`src/rtl/axis_skid_slice.sv`:
```
// Two-entry valid/ready register slice: an output register plus one skid entry.
// Upstream ready is the registered emptiness of the skid entry, so it never depends on m_ready_i.
module axis_skid_slice #(
  parameter int unsigned DATA_W = 513
) (
  input  logic              clk,
  input  logic              rst,
  input  logic              s_valid_i,
  output logic              s_ready_o,
  input  logic [DATA_W-1:0] s_data_i,
  output logic              m_valid_o,
  input  logic              m_ready_i,
  output logic [DATA_W-1:0] m_data_o
);

  logic              out_valid_q,  out_valid_d;
  logic [DATA_W-1:0] out_data_q,   out_data_d;
  logic              skid_valid_q, skid_valid_d;
  logic [DATA_W-1:0] skid_data_q,  skid_data_d;
  logic              load_out;
  logic              s_push;

  // Output register refills from the skid entry first to preserve order.
  always_comb begin
    out_valid_d  = out_valid_q;
    out_data_d   = out_data_q;
    skid_valid_d = skid_valid_q;
    skid_data_d  = skid_data_q;
    load_out     = !out_valid_q || m_ready_i;
    s_push       = s_valid_i && !skid_valid_q;
    if (load_out) begin
      if (skid_valid_q) begin
        out_valid_d  = 1'b1;
        out_data_d   = skid_data_q;
        skid_valid_d = 1'b0;
      end else if (s_push) begin
        out_valid_d = 1'b1;
        out_data_d  = s_data_i;
      end else begin
        out_valid_d = 1'b0;
      end
    end else if (s_push) begin
      skid_valid_d = 1'b1;
      skid_data_d  = s_data_i;
    end
  end

  always_ff @(posedge clk) begin
    if (rst) begin
      out_valid_q  <= 1'b0;
      out_data_q   <= '0;
      skid_valid_q <= 1'b0;
      skid_data_q  <= '0;
    end else begin
      out_valid_q  <= out_valid_d;
      out_data_q   <= out_data_d;
      skid_valid_q <= skid_valid_d;
      skid_data_q  <= skid_data_d;
    end
  end

  assign s_ready_o = !skid_valid_q;
  assign m_valid_o = out_valid_q;
  assign m_data_o  = out_data_q;

endmodule

```
`src/rtl/fifo_axis_source.sv`:
```
// Drains a first-word-fall-through FIFO read port into a framed AXI-Stream master.
// Frames are delimited at pop time; a frame-aligned enable and a completed-frame counter sit on top.
module fifo_axis_source #(
  parameter  int unsigned WIDTH      = 512,
  parameter  int unsigned PKT_WORDS  = 16,
  localparam int unsigned KEEP_WIDTH = WIDTH / 8
) (
  input  logic                  clk,
  input  logic                  rst,
  input  logic [WIDTH-1:0]      fifo_data,
  input  logic                  fifo_empty,
  output logic                  fifo_rd_en,
  input  logic                  enable,
  output logic [WIDTH-1:0]      m_axis_tdata,
  output logic [KEEP_WIDTH-1:0] m_axis_tkeep,
  output logic                  m_axis_tvalid,
  input  logic                  m_axis_tready,
  output logic                  m_axis_tlast,
  output logic                  busy,
  output logic [31:0]           frame_count
);

  localparam int unsigned CNT_W    = (PKT_WORDS > 1) ? $clog2(PKT_WORDS) : 1;
  localparam int unsigned PAYLOAD_W = WIDTH + 1;
  localparam logic [CNT_W-1:0] LAST_CNT = CNT_W'(PKT_WORDS - 1);

  localparam logic [1:0] ST_IDLE     = 2'd0;
  localparam logic [1:0] ST_RUN      = 2'd1;
  localparam logic [1:0] ST_STOPPING = 2'd2;

  logic [1:0]           state_q,       state_d;
  logic [CNT_W-1:0]     pop_cnt_q,     pop_cnt_d;
  logic [31:0]          frame_count_q, frame_count_d;
  logic                 skid_ready;
  logic                 pop;
  logic                 pop_last;
  logic                 out_valid;
  logic [PAYLOAD_W-1:0] out_payload;

  // The stop decision looks at the post-pop count so a pop in the same cycle never strands a frame.
  always_comb begin
    state_d       = state_q;
    pop_cnt_d     = pop_cnt_q;
    frame_count_d = frame_count_q;
    pop           = !rst && !fifo_empty && skid_ready &&
                    (state_q == ST_RUN || state_q == ST_STOPPING);
    pop_last      = (pop_cnt_q == LAST_CNT);

    if (pop) begin
      pop_cnt_d = pop_last ? '0 : pop_cnt_q + CNT_W'(1);
    end

    case (state_q)
      ST_IDLE: begin
        if (enable) state_d = ST_RUN;
      end
      ST_RUN: begin
        if (!enable) state_d = (pop_cnt_d == '0) ? ST_IDLE : ST_STOPPING;
      end
      ST_STOPPING: begin
        if (enable)                  state_d = ST_RUN;
        else if (pop_cnt_d == '0)    state_d = ST_IDLE;
      end
      default: state_d = ST_IDLE;
    endcase

    if (out_valid && m_axis_tready && out_payload[WIDTH]) begin
      frame_count_d = frame_count_q + 32'd1;
    end
  end

  always_ff @(posedge clk) begin
    if (rst) begin
      state_q       <= ST_IDLE;
      pop_cnt_q     <= '0;
      frame_count_q <= '0;
    end else begin
      state_q       <= state_d;
      pop_cnt_q     <= pop_cnt_d;
      frame_count_q <= frame_count_d;
    end
  end

  axis_skid_slice #(
    .DATA_W (PAYLOAD_W)
  ) u_slice (
    .clk       (clk),
    .rst       (rst),
    .s_valid_i (pop),
    .s_ready_o (skid_ready),
    .s_data_i  ({pop_last, fifo_data}),
    .m_valid_o (out_valid),
    .m_ready_i (m_axis_tready),
    .m_data_o  (out_payload)
  );

  assign fifo_rd_en    = pop;
  assign m_axis_tdata  = out_payload[WIDTH-1:0];
  assign m_axis_tlast  = out_payload[WIDTH];
  assign m_axis_tvalid = out_valid;
  assign m_axis_tkeep  = '1;
  assign busy          = (state_q != ST_IDLE) || out_valid || !skid_ready;
  assign frame_count   = frame_count_q;

endmodule

```
`config.mk`:
```
export PLATFORM = sky130hd
export DESIGN_NAME = fifo_axis_source
export DESIGN_NICKNAME = d
export VERILOG_FILES = /design/src/rtl/axis_skid_slice.sv /design/src/rtl/fifo_axis_source.sv
export SDC_FILE = /design/constraint.sdc
export NUM_CORES = 2
export LEC_CHECK = 0
export ABC_AREA = 1
export CORE_AREA = 2 2 434 436
export CTS_CLUSTER_SIZE = 14
export DETAILED_ROUTE_END_ITERATION = 10
export DIE_AREA = 0 0 436 438
export GPL_TIMING_DRIVEN = 0
export PLACE_DENSITY = 0.41
export SYNTH_ARGS = -nofsm -noshare
export SYNTH_HDL_FRONTEND = slang
export SYNTH_SLANG_ARGS = --single-unit
```
`constraint.sdc`:
```
create_clock -name clk -period 2.2 [get_ports clk]
set_input_delay 0.22 -clock clk [delete_from_list [all_inputs] [get_ports clk]]
set_output_delay 0.22 -clock clk [all_outputs]
set_load 0.1 [all_outputs]
```
==> metrics.txt <==
grt peak-use layer met2; RSZ-0062 raised after global routing true; share of cells above drive strength 1 22.5%; 1st-iter DRT viols 2731; Initial Util 22.6%; Post-synth EDFFs 0; Worst-path clk slew 0.05 ns; Max Slew Vio Count 0; hold depth 3; Period minus WS final around 2.4 ns; Unique masters post-synth 26; deepest clock path buffer count 3; Yosys top cell area share 50.6%; HP Class in -> reg; fin cells around 9700; setup TNS -16.92 ns; row count 159; Warnings, synthesis 0; height of the chip 438 um; status complete, but fails checks; Slowest Stage Delay on Critical Path 0.35 ns; vias 45800; vias in the first global route 44100; Worst R2R Start state_q[0]$_SDFFE_PP0P_; residual antenna-violating net count after detailed routing 0; Critical Path RT around 2.0 ns; Worst setup SP type register; Core ar. 0.187 mm2; worst hold start fifo_data[469]; crit path from state_q[0]$_SDFFE_PP0P_; die width 436 um; Power Density 966 mW/mm2; GRT met3 Usage 5.85%; largest net degree at the start of global routing 17; post-synthesis async set-or-reset flop share 0%; grt total ovfl 0; Worst Hold Path EP u_slice.skid_data_q[469]$_SDFFE_PP0P_; Min Hold Slack between 0.05 and 0.06 ns; port buffer count 1063; count leader, synth nand2_1; r2r worst-path depth 15; area of the mapped netlist 0.0422 mm2; Worst Path Max Fanout 6; static leakage about 0.026 uW; Clock Latency Late Sink 0.77 ns; Tightest Pin Transition 1.11 ns; GRT Total Usage 22.3%; final setup violation count 327; CTS sink count 1066; Avg Cell Area, Syn 7.59 um2; Detailed Place HPWL about 170000 um; CP Data Arrival Time 2.14 ns; global-route wire length before repair ~320000 um; Synth Instances 5556; post-route DRC violation count 0; # IOs 1129; Max VDD drop 0.578 mV; final WL about 230000 um; final hold viol count 0; R2R Setup Slk -0.14 ns; largest area contributor in the netlist dfxtp_1; final setup margin -0.161 ns; failing checks negative setup slack; R2R Path End u_slice.m_data_o[82]$_SDFFE_PP0P_; average wire per standard cell 23.5 um; CTS tree done; final core occ 35.7%; crit-path cells inv_2 > ha_4 > nand2_4 > nor2_4 > buf_12 > buf_12 > buf_16; main flop type after synthesis dfxtp_1; number of max-cap violations 0; Max Clk Rate roughly 420 MHz; CP dominant cell by count buf_12; Synth top cells by count nand2_1 (1678), dfxtp_1 (1066), a21oi_1 (545); GPL Wtd Cong slightly below 0.9; CP Capture Type output pin; Cells after DPL 9177; initial antenna violation count between 80 and 90; DRT Pass-1 Iters 5; Synth Register Bits 1066; Final nets 7598; die area between 0.15 and 0.2 mm2; GR Layer Usage met2 39.5%; root buffer cell clkbuf_16; Place WS -1.92 ns; Crit-path slowest cell dfxtp_2; top post-synthesis cells by area dfxtp_1 (51%), nand2_1 (15%), a31oi_1 (7.6%), a21oi_1 (6.5%), o21ai_0 (6.2%); CTS buffer count 134; post-synthesis sequential area ratio around 51%; Slew HR 25.7%; layout overhead on the synthesized area 57.9%; clock skew 0.0234 ns; final period utilization 107%; grt met1 use ~25%; Setup CP Type reg -> out; H-tree depth 4; routed vias/inst 4.72
routing by layer:
metal	routed length [um]	share of wire, %	vias up
li1	-	-	22100
met1	88100	39	21700
met2	113000	50	1456
met3	14300	6.3	442
met4	12000	5.3	48
met5	310	0.14	-
power breakdown:
part | total, uW | leakage (uW) | internal (uW) | switching [uW]
Clock | 21900 | 0.00212 | 12900 | 9050
Combinational | 20800 | 0.0156 | 5760 | 15100
Sequential | 21600 | 0.00864 | 20600 | 1030
Total | 64400 | 0.0264 | 39200 | 25100
metrics by stage:
| stage | cell area (um2) | total power [uW] |
|---|---|---|
| final | 66600 | 64400 |
| after global routing | 66600 | 66500 |
| after CTS | 63600 | 63100 |
| after detailed placement | 56200 | 39900 |
| after global placement | 56200 | 39900 |
| after floorplan | 42400 | 33900 |
what timing repair did:
| item | in CTS | in global routing |
|---|---|---|
| hold buffers | 77 | 0 |
| endpoints found under the hold margin | 114 | 0 |
| resized for setup | 912 | 2052 |
| endpoints found under the setup margin | 1575 | 1425 |
| cloned | 36 | 51 |
| pin swaps | 2 | 10 |
| buffers inserted | 61 | 69 |
cells in the final DEF (no fill, tap or decap), types with 67 or more instances in the layout:
master and count:
buf_8 78, o21ai_0 111, clkbuf_1 255, dlygate4sd3_1 77, nand2_1 1676, clkbuf_2 445
clkbuf_16 188, o21ai_2 365, buf_2 67, dfxtp_1 1053, clkdlybuf4s15_2 68, dlymetal6s2s_1 112
clkdlybuf4s50_1 515, a31oi_1 477, a21oi_1 545, buf_4 102, nand3_1 500
registers in the layout (all words and copies together) (netlist names):
register	count
u_slice.m_data_o	513
u_slice.skid_data_q	513
u_slice.skid_valid_q	1
state_q	2
u_slice.m_valid_o	1
frame_count	32
pop_cnt_q	4
layout make-up:
class                      count  area [um2]
multi-input combinational   3935       20200
clock inverter                26         254
clock buffer                 212        4050
timing repair buffer        1336       13700
sequential                  1066       21400
fill                       19800      120000
inverter                      41         159
antenna                       35        87.6
tap                         2495        3120
buffer                       561        3750
worst max path at each step:
stage / end / slack (ns) / depth (start not counted)
CTS: m_axis_tdata[68] / -0.35 / 1
finish: fifo_rd_en / -0.16 / 7
detailed placement: u_slice.skid_data_q[89]$_SDFFE_PP0P_ / -1.92 / 9
floorplan: frame_count[31]$_SDFFE_PP0P_ / 0.02 / 9
global route: fifo_rd_en / -0.24 / 7
global placement: u_slice.skid_data_q[99]$_SDFFE_PP0P_ / -1.89 / 9
cell families (layout without fill, tap and decap cells):
kind of cell | Yosys count | count (layout) | share of synthesized area [%]
simple gates | 2268 | 2268 | 21.8
compound gates | 1586 | 1586 | 20.3
flops | 1066 | 1066 | 50.6
other cells | 1 | 99 | 0.00889
xor+xnor | 11 | 11 | 0.228
buf+inv | 618 | 2176 | 6.83
fa+ha+maj | 6 | 6 | 0.178
worst max-delay path, delay by kind of cell, from the launching register on:
family | cells | cell delay, ns
DFF | 1 | 0.35
buffers and inverters | 4 | 0.49
and+or+nand+nor | 2 | 0.25
adders and majority gates | 1 | 0.28
Power figures use the tool's default switching activity.
